===== config.mk =====
export PLATFORM = sky130hd
export DESIGN_NAME = axil_axis_tx_bridge_flat
export DESIGN_NICKNAME = d
export VERILOG_FILES = /design/src/rtl/axil_axis_tx_bridge_if.sv /design/src/rtl/axil_axis_tx_bridge.sv /design/src/flat_wrapper.sv
export SDC_FILE = /design/constraint.sdc
export NUM_CORES = 1
export LEC_CHECK = 0
export BUFFER_PORTS_ARGS = -buffer_cell sky130_fd_sc_hd__buf_2
export CAP_MARGIN = 20
export CORE_UTILIZATION = 45
export DETAILED_ROUTE_END_ITERATION = 12
export HOLD_SLACK_MARGIN = 0.06
export SLEW_MARGIN = 30
export SYNTH_ARGS = -nofsm -noshare
export SYNTH_HDL_FRONTEND = slang
export SYNTH_SLANG_ARGS = --single-unit

===== constraint.sdc =====
create_clock -name aclk -period 8.1 [get_ports aclk]
set_input_delay 2.43 -clock aclk [delete_from_list [all_inputs] [get_ports aclk]]
set_output_delay 2.43 -clock aclk [all_outputs]
set_load 0.005 [all_outputs]

===== src/rtl/axil_axis_tx_bridge_if.sv =====
`default_nettype none
// +----------------------------------------------------------------------------+
// | axil_axis_tx_bridge_if : AXI-Lite slave channels plus AXI-Stream master.   |
// | Revision: 1.0                                                              |
// +----------------------------------------------------------------------------+
interface axil_axis_tx_bridge_if #(
  parameter int AXI_DATA_WIDTH = 32,
  parameter int AXI_ADDR_WIDTH = 32
);
  logic [AXI_ADDR_WIDTH-1:0]   s_axil_awaddr;
  logic                        s_axil_awvalid;
  logic                        s_axil_awready;
  logic [AXI_DATA_WIDTH-1:0]   s_axil_wdata;
  logic [AXI_DATA_WIDTH/8-1:0] s_axil_wstrb;
  logic                        s_axil_wvalid;
  logic                        s_axil_wready;
  logic [1:0]                  s_axil_bresp;
  logic                        s_axil_bvalid;
  logic                        s_axil_bready;
  logic [AXI_ADDR_WIDTH-1:0]   s_axil_araddr;
  logic                        s_axil_arvalid;
  logic                        s_axil_arready;
  logic [AXI_DATA_WIDTH-1:0]   s_axil_rdata;
  logic [1:0]                  s_axil_rresp;
  logic                        s_axil_rvalid;
  logic                        s_axil_rready;
  logic [AXI_DATA_WIDTH-1:0]   m_axis_tdata;
  logic                        m_axis_tlast;
  logic                        m_axis_tvalid;
  logic                        m_axis_tready;

  // Bridge side: AXI-Lite slave, stream master.
  modport slave (
    input  s_axil_awaddr, s_axil_awvalid, s_axil_wdata, s_axil_wstrb, s_axil_wvalid,
           s_axil_bready, s_axil_araddr, s_axil_arvalid, s_axil_rready, m_axis_tready,
    output s_axil_awready, s_axil_wready, s_axil_bresp, s_axil_bvalid,
           s_axil_arready, s_axil_rdata, s_axil_rresp, s_axil_rvalid,
           m_axis_tdata, m_axis_tlast, m_axis_tvalid
  );

  // Environment side: drives the register bus, sinks the stream.
  modport master (
    output s_axil_awaddr, s_axil_awvalid, s_axil_wdata, s_axil_wstrb, s_axil_wvalid,
           s_axil_bready, s_axil_araddr, s_axil_arvalid, s_axil_rready, m_axis_tready,
    input  s_axil_awready, s_axil_wready, s_axil_bresp, s_axil_bvalid,
           s_axil_arready, s_axil_rdata, s_axil_rresp, s_axil_rvalid,
           m_axis_tdata, m_axis_tlast, m_axis_tvalid
  );
endinterface
`default_nettype wire


===== src/rtl/axil_axis_tx_bridge.sv =====
`default_nettype none
// +----------------------------------------------------------------------------+
// | axil_axis_tx_bridge : AXI-Lite register writes pushed to AXI-Stream FIFO.  |
// | Revision: 1.0                                                              |
// +----------------------------------------------------------------------------+
module axil_axis_tx_bridge #(
  parameter int AXI_DATA_WIDTH = 32,
  parameter int AXI_ADDR_WIDTH = 32,
  parameter int FIFO_DEPTH     = 16
) (
  input  wire logic            aclk,
  input  wire logic            aresetn,
  axil_axis_tx_bridge_if.slave bus
);
  localparam int AW = $clog2(FIFO_DEPTH);
  localparam int PW = AW + 1;
  localparam int DW = AXI_DATA_WIDTH;

  localparam logic [1:0] RESP_OKAY   = 2'b00;
  localparam logic [1:0] RESP_SLVERR = 2'b10;

  typedef enum logic [0:0] {W_IDLE = 1'b0, W_RESP = 1'b1} wstate_t;
  typedef enum logic [0:0] {R_IDLE = 1'b0, R_DATA = 1'b1} rstate_t;

  // FIFO storage and pointers
  logic [DW:0]   mem_q [FIFO_DEPTH];
  logic [PW-1:0] wr_ptr_q, wr_ptr_d;
  logic [PW-1:0] rd_ptr_q, rd_ptr_d;
  logic [PW-1:0] level;
  logic          fifo_empty;
  logic          fifo_full;
  logic          push;
  logic          pop;

  // Write channel state
  wstate_t       wstate_q, wstate_d;
  logic          awready_q, awready_d;
  logic          wready_q, wready_d;
  logic          aw_held_q, aw_held_d;
  logic          w_held_q, w_held_d;
  logic [1:0]    waddr_q, waddr_d;
  logic [DW-1:0] wdata_q, wdata_d;
  logic          bvalid_q, bvalid_d;
  logic [1:0]    bresp_q, bresp_d;
  logic [15:0]   drop_q, drop_d;

  // Read channel state
  rstate_t       rstate_q, rstate_d;
  logic          arready_q, arready_d;
  logic          rvalid_q, rvalid_d;
  logic [DW-1:0] rdata_q, rdata_d;
  logic [1:0]    rresp_q, rresp_d;
  logic [DW-1:0] rd_mux;

  logic          unused_bits;
  assign unused_bits = &{1'b0, bus.s_axil_wstrb,
                         bus.s_axil_awaddr[AXI_ADDR_WIDTH-1:4], bus.s_axil_awaddr[1:0],
                         bus.s_axil_araddr[AXI_ADDR_WIDTH-1:4], bus.s_axil_araddr[1:0]};

  assign level      = wr_ptr_q - rd_ptr_q;
  assign fifo_empty = (level == '0);
  assign fifo_full  = (level == PW'(FIFO_DEPTH));
  assign pop        = !fifo_empty && bus.m_axis_tready;

  assign bus.m_axis_tvalid = !fifo_empty;
  assign bus.m_axis_tdata  = mem_q[rd_ptr_q[AW-1:0]][DW-1:0];
  assign bus.m_axis_tlast  = mem_q[rd_ptr_q[AW-1:0]][DW];

  assign bus.s_axil_awready = awready_q;
  assign bus.s_axil_wready  = wready_q;
  assign bus.s_axil_bvalid  = bvalid_q;
  assign bus.s_axil_bresp   = bresp_q;
  assign bus.s_axil_arready = arready_q;
  assign bus.s_axil_rvalid  = rvalid_q;
  assign bus.s_axil_rdata   = rdata_q;
  assign bus.s_axil_rresp   = rresp_q;

  always_comb begin
    wr_ptr_d = push ? wr_ptr_q + PW'(1) : wr_ptr_q;
    rd_ptr_d = pop  ? rd_ptr_q + PW'(1) : rd_ptr_q;
  end

  // Write FSM: AW and W are captured independently; the side effect fires
  // on the edge that moves to W_RESP, using the registered full flag.
  always_comb begin
    wstate_d  = wstate_q;
    awready_d = awready_q;
    wready_d  = wready_q;
    aw_held_d = aw_held_q;
    w_held_d  = w_held_q;
    waddr_d   = waddr_q;
    wdata_d   = wdata_q;
    bvalid_d  = bvalid_q;
    bresp_d   = bresp_q;
    drop_d    = drop_q;
    push      = 1'b0;
    unique case (wstate_q)
      W_IDLE: begin
        awready_d = !aw_held_q;
        wready_d  = !w_held_q;
        if (bus.s_axil_awvalid && awready_q) begin
          aw_held_d = 1'b1;
          waddr_d   = bus.s_axil_awaddr[3:2];
          awready_d = 1'b0;
        end
        if (bus.s_axil_wvalid && wready_q) begin
          w_held_d = 1'b1;
          wdata_d  = bus.s_axil_wdata;
          wready_d = 1'b0;
        end
        if (aw_held_q && w_held_q) begin
          wstate_d  = W_RESP;
          aw_held_d = 1'b0;
          w_held_d  = 1'b0;
          bvalid_d  = 1'b1;
          bresp_d   = RESP_OKAY;
          unique case (waddr_q)
            2'b00, 2'b01: begin
              if (!fifo_full) begin
                push = 1'b1;
              end else begin
                bresp_d = RESP_SLVERR;
                if (drop_q != 16'hFFFF) drop_d = drop_q + 16'd1;
              end
            end
            2'b10:   bresp_d = RESP_SLVERR;
            default: drop_d  = '0;
          endcase
        end
      end
      W_RESP: begin
        if (bus.s_axil_bready) begin
          wstate_d  = W_IDLE;
          bvalid_d  = 1'b0;
          bresp_d   = RESP_OKAY;
          awready_d = 1'b1;
          wready_d  = 1'b1;
        end
      end
      default: wstate_d = W_IDLE;
    endcase
  end

  always_comb begin
    unique case (bus.s_axil_araddr[3:2])
      2'b10:   rd_mux = DW'({16'h0, 8'(level), 6'h0, fifo_full, fifo_empty});
      2'b11:   rd_mux = DW'({16'h0, drop_q});
      default: rd_mux = '0;
    endcase
  end

  // Read FSM: single-cycle latency, status sampled at the AR handshake.
  always_comb begin
    rstate_d  = rstate_q;
    arready_d = arready_q;
    rvalid_d  = rvalid_q;
    rdata_d   = rdata_q;
    rresp_d   = rresp_q;
    unique case (rstate_q)
      R_IDLE: begin
        arready_d = 1'b1;
        if (bus.s_axil_arvalid && arready_q) begin
          rstate_d  = R_DATA;
          arready_d = 1'b0;
          rvalid_d  = 1'b1;
          rdata_d   = rd_mux;
          rresp_d   = RESP_OKAY;
        end
      end
      R_DATA: begin
        if (bus.s_axil_rready) begin
          rstate_d  = R_IDLE;
          arready_d = 1'b1;
          rvalid_d  = 1'b0;
          rdata_d   = '0;
          rresp_d   = RESP_OKAY;
        end
      end
      default: rstate_d = R_IDLE;
    endcase
  end

  always_ff @(posedge aclk or negedge aresetn) begin
    if (!aresetn) begin
      wr_ptr_q  <= '0;
      rd_ptr_q  <= '0;
      wstate_q  <= W_IDLE;
      awready_q <= 1'b0;
      wready_q  <= 1'b0;
      aw_held_q <= 1'b0;
      w_held_q  <= 1'b0;
      waddr_q   <= '0;
      wdata_q   <= '0;
      bvalid_q  <= 1'b0;
      bresp_q   <= RESP_OKAY;
      drop_q    <= '0;
      rstate_q  <= R_IDLE;
      arready_q <= 1'b0;
      rvalid_q  <= 1'b0;
      rdata_q   <= '0;
      rresp_q   <= RESP_OKAY;
    end else begin
      wr_ptr_q  <= wr_ptr_d;
      rd_ptr_q  <= rd_ptr_d;
      wstate_q  <= wstate_d;
      awready_q <= awready_d;
      wready_q  <= wready_d;
      aw_held_q <= aw_held_d;
      w_held_q  <= w_held_d;
      waddr_q   <= waddr_d;
      wdata_q   <= wdata_d;
      bvalid_q  <= bvalid_d;
      bresp_q   <= bresp_d;
      drop_q    <= drop_d;
      rstate_q  <= rstate_d;
      arready_q <= arready_d;
      rvalid_q  <= rvalid_d;
      rdata_q   <= rdata_d;
      rresp_q   <= rresp_d;
    end
  end

  // Storage has no reset; emptiness is defined purely by the pointers.
  always_ff @(posedge aclk) begin
    if (push) mem_q[wr_ptr_q[AW-1:0]] <= {waddr_q[0], wdata_q};
  end

endmodule
`default_nettype wire


===== src/flat_wrapper.sv =====
// flat-port wrapper written by rule: the top's interface ports become plain ports
module axil_axis_tx_bridge_flat 
#(
  parameter int AXI_DATA_WIDTH = 32,
  parameter int AXI_ADDR_WIDTH = 32,
  parameter int FIFO_DEPTH     = 16
)
  (aclk, aresetn, bus_s_axil_awaddr, bus_s_axil_awvalid, bus_s_axil_wdata, bus_s_axil_wstrb, bus_s_axil_wvalid, bus_s_axil_bready, bus_s_axil_araddr, bus_s_axil_arvalid, bus_s_axil_rready, bus_m_axis_tready, bus_s_axil_awready, bus_s_axil_wready, bus_s_axil_bresp, bus_s_axil_bvalid, bus_s_axil_arready, bus_s_axil_rdata, bus_s_axil_rresp, bus_s_axil_rvalid, bus_m_axis_tdata, bus_m_axis_tlast, bus_m_axis_tvalid);
  axil_axis_tx_bridge_if #(.AXI_DATA_WIDTH(AXI_DATA_WIDTH), .AXI_ADDR_WIDTH(AXI_ADDR_WIDTH)) bus_i ();
  input  wire logic aclk;
  input  wire logic aresetn;
  input wire logic [$bits(bus_i.s_axil_awaddr)-1:0] bus_s_axil_awaddr;
  input wire logic [$bits(bus_i.s_axil_awvalid)-1:0] bus_s_axil_awvalid;
  input wire logic [$bits(bus_i.s_axil_wdata)-1:0] bus_s_axil_wdata;
  input wire logic [$bits(bus_i.s_axil_wstrb)-1:0] bus_s_axil_wstrb;
  input wire logic [$bits(bus_i.s_axil_wvalid)-1:0] bus_s_axil_wvalid;
  input wire logic [$bits(bus_i.s_axil_bready)-1:0] bus_s_axil_bready;
  input wire logic [$bits(bus_i.s_axil_araddr)-1:0] bus_s_axil_araddr;
  input wire logic [$bits(bus_i.s_axil_arvalid)-1:0] bus_s_axil_arvalid;
  input wire logic [$bits(bus_i.s_axil_rready)-1:0] bus_s_axil_rready;
  input wire logic [$bits(bus_i.m_axis_tready)-1:0] bus_m_axis_tready;
  output wire logic [$bits(bus_i.s_axil_awready)-1:0] bus_s_axil_awready;
  output wire logic [$bits(bus_i.s_axil_wready)-1:0] bus_s_axil_wready;
  output wire logic [$bits(bus_i.s_axil_bresp)-1:0] bus_s_axil_bresp;
  output wire logic [$bits(bus_i.s_axil_bvalid)-1:0] bus_s_axil_bvalid;
  output wire logic [$bits(bus_i.s_axil_arready)-1:0] bus_s_axil_arready;
  output wire logic [$bits(bus_i.s_axil_rdata)-1:0] bus_s_axil_rdata;
  output wire logic [$bits(bus_i.s_axil_rresp)-1:0] bus_s_axil_rresp;
  output wire logic [$bits(bus_i.s_axil_rvalid)-1:0] bus_s_axil_rvalid;
  output wire logic [$bits(bus_i.m_axis_tdata)-1:0] bus_m_axis_tdata;
  output wire logic [$bits(bus_i.m_axis_tlast)-1:0] bus_m_axis_tlast;
  output wire logic [$bits(bus_i.m_axis_tvalid)-1:0] bus_m_axis_tvalid;
  assign bus_i.s_axil_awaddr = bus_s_axil_awaddr;
  assign bus_i.s_axil_awvalid = bus_s_axil_awvalid;
  assign bus_i.s_axil_wdata = bus_s_axil_wdata;
  assign bus_i.s_axil_wstrb = bus_s_axil_wstrb;
  assign bus_i.s_axil_wvalid = bus_s_axil_wvalid;
  assign bus_i.s_axil_bready = bus_s_axil_bready;
  assign bus_i.s_axil_araddr = bus_s_axil_araddr;
  assign bus_i.s_axil_arvalid = bus_s_axil_arvalid;
  assign bus_i.s_axil_rready = bus_s_axil_rready;
  assign bus_i.m_axis_tready = bus_m_axis_tready;
  assign bus_s_axil_awready = bus_i.s_axil_awready;
  assign bus_s_axil_wready = bus_i.s_axil_wready;
  assign bus_s_axil_bresp = bus_i.s_axil_bresp;
  assign bus_s_axil_bvalid = bus_i.s_axil_bvalid;
  assign bus_s_axil_arready = bus_i.s_axil_arready;
  assign bus_s_axil_rdata = bus_i.s_axil_rdata;
  assign bus_s_axil_rresp = bus_i.s_axil_rresp;
  assign bus_s_axil_rvalid = bus_i.s_axil_rvalid;
  assign bus_m_axis_tdata = bus_i.m_axis_tdata;
  assign bus_m_axis_tlast = bus_i.m_axis_tlast;
  assign bus_m_axis_tvalid = bus_i.m_axis_tvalid;
  axil_axis_tx_bridge #(.AXI_DATA_WIDTH(AXI_DATA_WIDTH), .AXI_ADDR_WIDTH(AXI_ADDR_WIDTH), .FIFO_DEPTH(FIFO_DEPTH)) u_core (.aclk(aclk), .aresetn(aresetn), .bus(bus_i));
endmodule

# ---- Yosys cells after proc, flatten, opt, wreduce, memory -nomap -nowiden
# Memories as Yosys holds them, arrays and structs flattened.
# Cells that the tools add are included.
# Widths: inputs -> output; s select.
dict set report op_classes {
  n_addsub 4
  eq_ne 12
  muxes 45
  n_bitwise 3
  n_reduce_logical 20
}
# op count
set ops {}
lappend ops {{$mux 32} 2}
lappend ops {{$pmux 16 s2} 2}
lappend ops {{$pmux 32 s2} 1}
lappend ops {{$mux 16} 2}
lappend ops {{$mux 1} 23}
lappend ops {{$add 16x1->16 const B} 1}
lappend ops {{$ne 16x16->1 const B} 1}
lappend ops {{$pmux 1 s2} 7}
lappend ops {{$pmux 2 s2} 3}
lappend ops {{$reduce_and 2->1} 6}
lappend ops {{$add 5x1->5 const B} 2}
lappend ops {{$mux 2} 5}
lappend ops {{$ne 2x1->1 const B} 4}
lappend ops {{$eq 2x2->1 const B} 3}
lappend ops {{$eq 5x5->1 const B} 1}
lappend ops {{$logic_and 1x1->1} 5}
lappend ops {{$logic_not 5->1} 1}
lappend ops {{$reduce_and 5->1} 1}
lappend ops {{$sub 5x5->5} 1}
lappend ops {{$ne 2x2->1 const B} 2}
lappend ops {{$reduce_bool 2->1} 2}
lappend ops {{$logic_not 1->1} 3}
lappend ops {{$not 1->1} 3}
lappend ops {{$eq 2x1->1 const B} 1}
lappend ops {{other kinds (2)} 2}
dict set report word_totals {
  regBits 105
  ramBits 528
  mem_count 1
}
# name words word_bits read_ports rd_ports_with_merged_regs wr line
set memory_table {}
lappend memory_table {u_core.mem_q 16 33 1 0 1 axil_axis_tx_bridge.sv:26} ;# logic [DW:0] mem_q [FIFO_DEPTH];

# ---- Depth between registers and ports, before layout
# Gate-level depths: netlist of the first run.
dict set report logic_depth {
  depth_word 8
  ltp_mapped 14
}

# ---- Least setup slack after synthesis of the first run
# OpenSTA, ideal clock, no wires.
dict set report synth_path {
  path_type {reg-to-reg}
  startpoint {reg u_core.rd_ptr_q[2]}
  endpoint {mem u_core.mem_q[3][0] (netlist bit) (enable)}
  setup_time_ps 518
  arrival_time_ps 5822
  path_slack_ps 1761
  stages_incl_launch_ff 10
  path_buffers 2
  period_less_slack_ps 6339
  path_cell_list {dfrtp_1 > clkbuf_1 > buf_1 > inv_1 > ha_1 > nand2b_1 > a21oi_1 > xor2_1 > o21ai_0 > nor4b_1}
}
dict set report synth_between {
  elab_chain_cells 8
}
# element line
set synth_lines {}
lappend synth_lines {{start: declaration} axil_axis_tx_bridge.sv:28} ;# logic [PW-1:0] rd_ptr_q, rd_ptr_d;
lappend synth_lines {{start signal: assignment} axil_axis_tx_bridge.sv:204} ;# rd_ptr_q <= rd_ptr_d;
lappend synth_lines {{$sub 5x5->5} axil_axis_tx_bridge.sv:60} ;# assign level = wr_ptr_q - rd_ptr_q;
lappend synth_lines {{$eq 5x5->1} axil_axis_tx_bridge.sv:62} ;# assign fifo_full = (level == PW'(FIFO_DEPTH));
lappend synth_lines {{$mux 1} axil_axis_tx_bridge.sv:119} ;# if (!fifo_full) begin
lappend synth_lines {{$mux 1} axil_axis_tx_bridge.sv:117} ;# unique case (waddr_q)
lappend synth_lines {{$mux 1} axil_axis_tx_bridge.sv:111} ;# if (aw_held_q && w_held_q) begin
lappend synth_lines {{$mux 1} axil_axis_tx_bridge.sv:97} ;# unique case (wstate_q)
lappend synth_lines {{$mux 1} axil_axis_tx_bridge.sv:225} ;# if (push) mem_q[wr_ptr_q[AW-1:0]] <= {waddr_q[0], wdata_q};
lappend synth_lines {{$mux 1 (not written as such)} axil_axis_tx_bridge.sv:225}
lappend synth_lines {{end: declaration} axil_axis_tx_bridge.sv:26}
# No other way between the ends.

# ---- Worst setup path after layout of the first run
dict set report layout_path {
  startpoint {reg u_core.rd_ptr_q[0]}
  endpoint {out bus_m_axis_tvalid}
}
dict set report layout_between {
  elab_chain_cells 3
}
# element line
set layout_lines {}
lappend layout_lines {{$sub 5x5->5} axil_axis_tx_bridge.sv:60}
lappend layout_lines {{$logic_not 5->1} axil_axis_tx_bridge.sv:61} ;# assign fifo_empty = (level == '0);
lappend layout_lines {{$logic_not 1->1} axil_axis_tx_bridge.sv:65} ;# assign bus.m_axis_tvalid = !fifo_empty;
lappend layout_lines {{end: declaration} flat_wrapper.sv:32} ;# output wire logic [$bits(bus_i.m_axis_tvalid)-1:0] bus_m_axis_tvalid;
# No other way between the ends.

==> results of run 1 <==
## kinds of logic after synthesis
family	share of synthesized area (%)
DFF	75.1
muxes	17.0
and+or+nand+nor	2.83
buffers and inverters	1.76
AOI/OAI and AO/OA	2.15
xor gates and xnor gates	0.475
adders and majority gates	0.605
other	0.0156
## per-stage QoR
stage,std cells,hold WS [ns],power [W],cell area [um^2]
after CTS,2016,0.489,0.0101,27500
after floorplan,1149,0.461,0.00621,24000
after global routing,2017,0.505,0.0105,27600
after detailed placement,1894,0.466,0.00710,25400
final,2018,0.476,0.00999,27600
after global placement,1894,0.467,0.00704,25400
## cell usage after synthesis (3+ instances only)
master	n	area [um^2]
sky130_fd_sc_hd__inv_1	12	45.0
sky130_fd_sc_hd__buf_2	10	50.1
sky130_fd_sc_hd__ha_1	10	125
sky130_fd_sc_hd__o311ai_0	3	26.3
sky130_fd_sc_hd__nor4b_1	4	35.0
sky130_fd_sc_hd__edfxtp_1	528	15900
sky130_fd_sc_hd__mux2_2	32	360
sky130_fd_sc_hd__and4_1	4	35.0
sky130_fd_sc_hd__buf_1	10	37.5
sky130_fd_sc_hd__and3_1	7	43.8
sky130_fd_sc_hd__nor3b_1	4	30.0
sky130_fd_sc_hd__o31ai_1	6	45.0
sky130_fd_sc_hd__o211ai_1	3	22.5
sky130_fd_sc_hd__mux4_2	165	3720
sky130_fd_sc_hd__nor3_1	6	30.0
sky130_fd_sc_hd__buf_4	19	143
sky130_fd_sc_hd__nand3_1	15	75.1
sky130_fd_sc_hd__nand2b_1	3	18.8
sky130_fd_sc_hd__xor2_1	5	43.8
sky130_fd_sc_hd__or4_1	7	52.6
sky130_fd_sc_hd__xnor2_1	8	70.1
sky130_fd_sc_hd__nand4_1	9	56.3
sky130_fd_sc_hd__clkbuf_1	32	120
sky130_fd_sc_hd__a21oi_1	19	95.1
sky130_fd_sc_hd__dfrtp_1	86	2150
sky130_fd_sc_hd__a22o_1	9	78.8
sky130_fd_sc_hd__o21ai_0	20	100
sky130_fd_sc_hd__nand2_1	39	146
sky130_fd_sc_hd__nor2_1	23	86.3
## worst reg2reg max path: stages (launching register included)
cell and delay [ns]:
sky130_fd_sc_hd__dfrtp_4 0.65, sky130_fd_sc_hd__buf_12 0.27, sky130_fd_sc_hd__ha_1 0.24, sky130_fd_sc_hd__fa_1 0.42, sky130_fd_sc_hd__nand2b_1 0.20, sky130_fd_sc_hd__a21oi_1 0.23
sky130_fd_sc_hd__xor2_1 0.44, sky130_fd_sc_hd__o21ai_1 0.39, sky130_fd_sc_hd__nor2_4 0.70, sky130_fd_sc_hd__buf_4 0.53
## cell type report
class                           instances  area, um^2
Antenna cell                            1        2.50
Clock buffer                           82        1770
Clock inverter                         40         408
Fill cell                            4184       25000
Inverter                               13        48.8
Multi-Input combinational cell        449        5680
Sequential cell                       614       18000
Tap cell                              688         861
Timing Repair Buffer                  131         779
## per-layer routing
metal	share of wire [%]	up-vias	wire, um	GRT usage [%]
li1	-	4949	-	-
met1	43	6113	22400	27.8
met2	49	287	25500	31.6
met3	5.2	71	2700	3.96
met4	1.8	0	943	4.94
met5	0	-	0	0
## power groups by stage
stage               sequential (W)  combinational (W)  clock [W]
floorplan                  0.00443            0.00178          0
global placement           0.00468            0.00236          0
detailed placement         0.00473            0.00237          0
CTS                        0.00466            0.00238    0.00307
global route               0.00469            0.00258    0.00319
finish                     0.00461            0.00237    0.00301
## worst paths after layout
check	from	to	slack (ns)	depth (start not counted)
setup / recovery	u_core.rd_ptr_q[0]$_DFFE_PN0P_	bus_m_axis_tvalid	2.31	8
hold / removal	u_core.bus.s_axil_bvalid$_DFFE_PN0P_	u_core.bus.s_axil_bvalid$_DFFE_PN0P_	0.48	2
max in group asynchronous	aresetn	u_core.rd_ptr_q[0]$_DFFE_PN0P_	5.25	2
setup reg to reg	u_core.rd_ptr_q[0]$_DFFE_PN0P_	u_core.mem_q[15][18]$_DFFE_PP_	3.66	9
hold reg to reg	u_core.bus.s_axil_bvalid$_DFFE_PN0P_	u_core.bus.s_axil_bvalid$_DFFE_PN0P_	0.48	2
min in group asynchronous	aresetn	u_core.wdata_q[19]$_DFFE_PN0P_	1.79	1
## registers in the layout (all words and copies together) (netlist names), 2 cells and up
register / flops
u_core.bus.s_axil_rdata: 16
u_core.drop_q: 16
u_core.mem_q: 528
u_core.rd_ptr_q: 5
u_core.waddr_q: 2
u_core.wdata_q: 32
u_core.wr_ptr_q: 5
==> key figures, run 1 <==
Power and ir drop
  – Power share of the clock group: a little under a third
  – Leakage power summed over all cells: between 9 and 10 nW
  – Cell-internal power: 0.00711 W
  – Portion of total power attributed to sequential cells: between 40% and 50%
  – Switching fraction of total power: between 20% and 30%
  – Comb power frac: between 20% and 30%
  – Pwr dens: between 300 and 400 nW/um^2
  – Peak ir drop on the vdd network: 0.272 mV
  – Reported net switching power: about 0.0029 W

Cells and area
  – Layout overhead on the synthesized area: 15.0%
  – Count of nets after finishing: roughly 1.4k
  – Most frequent cells in the layout: sky130_fd_sc_hd__edfxtp_1 (528), sky130_fd_sc_hd__mux4_2 (165), sky130_fd_sc_hd__buf_2 (98)
  – Utilization after layout: a little over half
  – Share of layout cells above drive strength 1: between 30% and 40%
  – Most frequent standard cell in the layout excluding fill and tap cells: sky130_fd_sc_hd__edfxtp_1

STA
  – RSZ-0062 raised after global routing: no
  – Max-slew violation count: 0
  – Final setup fails: 0
  – Max transition margin: a little under two fifths
  – Setup WS post-layout: approximately 2.3 ns
  – Maximum clock frequency: ~170 MHz
  – Final period demand of the worst path: 5.79 ns
  – Final Hold Viols: 0
  – Worst Tran Pin Value: ~0.93 ns
  – TNS Setup: 0 ns
  – Layout Skew: 0.0191 ns
  – Final Cycle Share: between 70% and 80%

CTS
  – Clock latency at the later pin of the worst-skew pair: 0.60 ns
  – Clock root cell: sky130_fd_sc_hd__clkbuf_16
  – H-tree Lvls: 3
  – Post-cts gate resize count: 0
  – Worst-path clk slew: approximately 0.06 ns
  – Number of buffers on the longest clock path: 3
  – Post-CTS setup buffers: 0
  – Hold-fix buffers at CTS: 0
  – Number of buffers inserted during clock tree synthesis: 66
  – TritonCTS clock tree: done
  – Sink Count: between 600 and 700

GRT
  – Vias in the first global route: 11.8k
  – First-pass GRT wire length: 76600 um
  – Pin count of the biggest net entering global routing: 93
  – Overflow after GRT: 0
  – GRT Util Overall: around a fifth
  – Antenna violations before repair: 1

Floorplanning
  – Horizontal extent of the die: 233 um
  – Number of ports placed on the die boundary: around 180
  – Die Footprint: 54200 um^2
  – Chip Height: around 230 um
  – Placeable core area: 52600 um^2
  – Rows: 84
  – Initial core utilization: 45.6%

Synthesis
  – Syn Inst Count: 1131
  – Number of enable-type register cells in the synthesized netlist: approximately 530
  – Count of yosys warnings during synthesis: 0
  – Proportion of register bits with asynchronous set or reset after synthesis: between 10% and 20%
  – Summed instance area of the synthesized netlist: around 24000 um^2
  – Top_reg_cell synth: sky130_fd_sc_hd__edfxtp_1
  – Post-synth cell types: 55
  – Seq/Total Area, Yosys: about three quarters
  – Yosys reg bits: between 600 and 700
  – Synthesized area divided by synthesized cell count: 21.2 um^2

Worst setup path
  – CP max stage delay: 0.65 ns
  – Family of cells with the greatest summed delay on the critical path: adder cells
  – Endpoint kind of the worst setup timing path: output port
  – Worst path bufs/invs: 2
  – Highest net fanout along the worst path: 25
  – CP Launch Type: flop
  – Type of the worst setup path: reg -> out
  – Cells traversed along the worst timing path: buf_12 -> ha_1 -> fa_1 -> nand2b_1 -> a21oi_1 -> xor2_1 -> nand2_1 -> buf_2
  – Signal arrival time at the worst endpoint: between 3 and 4 ns
  – CP max-delay cell: sky130_fd_sc_hd__dfrtp_4
  – Required time worst endpoint: 5.67 ns

Routing
  – Post-DR vias/cell: between 5 and 6
  – Number of search-and-repair iterations in the first detailed-routing pass: 5
  – Total DRC errors in the routed layout: 0
  – Drt initial violations: about 1.0k
  – Routed vias: about 11k
  – Number of nets still failing antenna checks after routing: 0
  – Routed length per instance: roughly 26 um
  – Final wirelength: slightly above 50000 um

Placed design
  – Number of buffers added on ports: a little under 100
  – Weighted congestion at the end of routability-driven global placement: between 0.8 and 0.9
  – Placed wire-length estimate after detailed placement: roughly 27000 um
  – Pre-CTS setup slack: ~2.5 ns

Worst hold path
  – Classification of the worst-slack hold path: reg -> reg

Run
  – Number of max-capacitance violations reported: 0

Status
  – Status: finished, final reports clean
(Power assumes the default switching activity.)
==> run 2: changes to the inputs <==
clock period = 5.1 ns   (was 8.1 ns; I/O delays follow)
==> run 2 against run 1 <==
  * Core utilization is essentially flat
  * Routed wire length unchanged
  * Count of clock-buffer cells in the layout rose by 12
  * Critical path depth fell by 1
  * Hold slack worse by 0.00058 ns
  * Non-clock buffer count rose by 5
  * Cell area barely moved
  * First-iteration DRC count decreased by 14%
  * Die area did not move
  * Clock skew is 0.00085 ns lower
  * Critical endpoint unchanged
==> key figures, run 2 (synthesis results as in run 1) <==
Status
  – Status: finished, final reports clean

Floorplanning
  – Rows: 84 (unchanged)
  – Initial core utilization: 45.6% (unchanged)
  – Number of ports placed on the die boundary: 183 (unchanged)
  – Chip Height: 233 um (unchanged)
  – Die Footprint: 54200 um^2 (unchanged)
  – Horizontal extent of the die: 233 um (unchanged)
  – Placeable core area: 52600 um^2 (unchanged)

GRT
  – Vias in the first global route: 11.9k (+0.89%)
  – Antenna violations before repair: 0 (-1)
  – First-pass GRT wire length: 76300 um (-0.31%)
  – GRT Util Overall: 19.6% (-0.084 points)
  – Pin count of the biggest net entering global routing: 135 (+45%)
  – Overflow after GRT: 0 (unchanged)

CTS
  – Worst-path clk slew: 0.06 ns (about the same)
  – H-tree Lvls: 3 (unchanged)
  – Sink Count: 614 (unchanged)
  – Number of buffers inserted during clock tree synthesis: 66 (unchanged)
  – Post-CTS setup buffers: 0 (unchanged)
  – Hold-fix buffers at CTS: 0 (unchanged)
  – TritonCTS clock tree: done
  – Number of buffers on the longest clock path: 3 (unchanged)
  – Clock root cell: sky130_fd_sc_hd__clkbuf_16
  – Clock latency at the later pin of the worst-skew pair: 0.58 ns (-0.02 ns)
  – Post-cts gate resize count: 0 (unchanged)

Worst setup path
  – Cells traversed along the worst timing path: ha_1 -> fa_1 -> nand2b_1 -> a21oi_1 -> xor2_1 -> nand2_1 -> buf_2
  – Family of cells with the greatest summed delay on the critical path: adder cells
  – Endpoint kind of the worst setup timing path: output port
  – Highest net fanout along the worst path: 21 (-16%)
  – CP max stage delay: 0.66 ns (about the same)
  – Reg2Reg Depth: 10 (+1)
  – Worst path bufs/invs: 1 (-1)
  – Total stage count of the critical path: 7 (-1)
  – CP Launch Type: flop
  – Required time worst endpoint: 3.57 ns (-2.10 ns)
  – Type of the worst setup path: reg -> out
  – CP max-delay cell: sky130_fd_sc_hd__dfrtp_4
  – Signal arrival time at the worst endpoint: 3.11 ns (-0.25 ns)

Routing
  – Number of search-and-repair iterations in the first detailed-routing pass: 5 (unchanged)
  – Routed length per instance: 25.5 um (unchanged)
  – Number of nets still failing antenna checks after routing: 0 (unchanged)
  – Post-DR vias/cell: 5.70 (+0.78%)
  – Routed vias: 11.5k (+0.78%)
  – Drt initial violations: 894 (-14%)
  – Total DRC errors in the routed layout: 0 (unchanged)
  – Final wirelength: 51500 um (unchanged)

STA
  – Maximum clock frequency: 216 MHz
  – Final Hold Viols: 0 (unchanged)
  – Max transition margin: 39.1% (+1.2 points)
  – Post-route worst hold slack: 0.476 ns (-0.000576 ns)
  – Final period demand of the worst path: between 4 and 5 ns
  – RSZ-0062 raised after global routing: no
  – Worst Tran Pin Value: 0.913 ns (-0.0180 ns)
  – Final setup fails: 0 (unchanged)
  – Max-slew violation count: 0 (unchanged)
  – Final Cycle Share: 90.9%
  – Layout Skew: 0.0182 ns (-0.000853 ns)

Cells and area
  – Share of layout cells above drive strength 1: 34.3% (about the same)
  – Utilization after layout: 52.5% (about the same)
  – Most frequent standard cell in the layout excluding fill and tap cells: sky130_fd_sc_hd__edfxtp_1
  – Count of non-filler cells in the finished layout: 2018 (unchanged)
  – Layout overhead on the synthesized area: 15.0% (about the same)
  – Flip-flop count of the largest register after layout: 528 (unchanged)
  – Diode count: 0 (-1)
  – Most frequent cells in the layout: sky130_fd_sc_hd__edfxtp_1 (528), sky130_fd_sc_hd__mux4_2 (165), sky130_fd_sc_hd__buf_2 (98)
  – Count of nets after finishing: 1399 (+0.36%)

Placed design
  – Cell total after placement: 1900 (+0.32%)
  – Number of buffers added on ports: 99 (unchanged)
  – Weighted congestion at the end of routability-driven global placement: 0.818 (+0.96%)
  – Placed wire-length estimate after detailed placement: 27000 um (+1.5%)

Power and ir drop
  – Power consumption: 0.0157 W (+57%)
  – Peak ir drop on the vdd network: 0.417 mV (+53%)
  – Leakage power summed over all cells: 9.30 nW (-0.11%)
  – Pwr dens: 571 nW/um^2 (+57%)

Worst hold path
  – Classification of the worst-slack hold path: reg -> reg
  – Number of instances on the worst hold path: 2 (unchanged)

Run
  – Number of max-capacitance violations reported: 0 (unchanged)
==> run 2: final timing paths <==
| kind | start | end | slack (ns) |
|---|---|---|---|
| worst max-delay path | u_core.rd_ptr_q[0]$_DFFE_PN0P_ | bus_m_axis_tvalid | 0.46 |
| worst min-delay path | u_core.bus.s_axil_bvalid$_DFFE_PN0P_ | u_core.bus.s_axil_bvalid$_DFFE_PN0P_ | 0.48 |
| worst max register to register | u_core.rd_ptr_q[0]$_DFFE_PN0P_ | u_core.mem_q[11][3]$_DFFE_PP_ | 0.99 |
| worst min register to register | u_core.bus.s_axil_bvalid$_DFFE_PN0P_ | u_core.bus.s_axil_bvalid$_DFFE_PN0P_ | 0.48 |
| max in group asynchronous | aresetn | u_core.wdata_q[31]$_DFFE_PN0P_ | 3.27 |
| min in group asynchronous | aresetn | u_core.rstate_q$_DFF_PN0_ | 0.96 |
==> run 2: through the flow <==
| step | instance area [um^2] | setup TNS (ns) | worst slack, ns |
|---|---|---|---|
| 2_1_floorplan | 24100 | -122.41 | -1.24 |
| 3_3_place_gp | 25500 | 0 | 0.990 |
| 3_5_place_dp | 25500 | 0 | 0.900 |
| 4_1_cts | 27600 | 0 | 0.391 |
| 5_1_grt | 27600 | 0 | 0.270 |
| 6_report | 27600 | 0 | 0.462 |
==> run 2: cell type report <==
| class | count | area, um^2 |
|---|---|---|
| fillers | 4141 | 25000 |
| flip-flops and latches | 614 | 18000 |
| multi-input cells | 449 | 5710 |
| clock buffers | 94 | 1890 |
| well taps | 688 | 861 |
| repair buffers | 136 | 838 |
| clock inverters | 24 | 208 |
| inverters | 13 | 48.8 |
==> run 2: tightest hold or removal path, cell delays in order (launching register included) <==
cell	delay, ns
sky130_fd_sc_hd__dfrtp_1	0.34
sky130_fd_sc_hd__nand2_1	0.05
sky130_fd_sc_hd__nand2_1	0.06
==> run 2: power breakdown <==
| group | internal (W) | leakage (nW) | switching [W] |
|---|---|---|---|
| combinational | 0.00198 | 2.42 | 0.00188 |
| sequential | 0.00650 | 5.84 | 0.000775 |
| clock | 0.00274 | 1.03 | 0.00187 |
==> run 2: metal layers <==
metal | GRT usage (%) | vias to the layer above | share of wire, %
met5 | 0 | - | 0
met4 | 5.72 | 0 | 2.1
met3 | 3.66 | 77 | 5.1
met2 | 31.8 | 336 | 50
met1 | 27.1 | 6137 | 43
li1 | - | 4959 | -
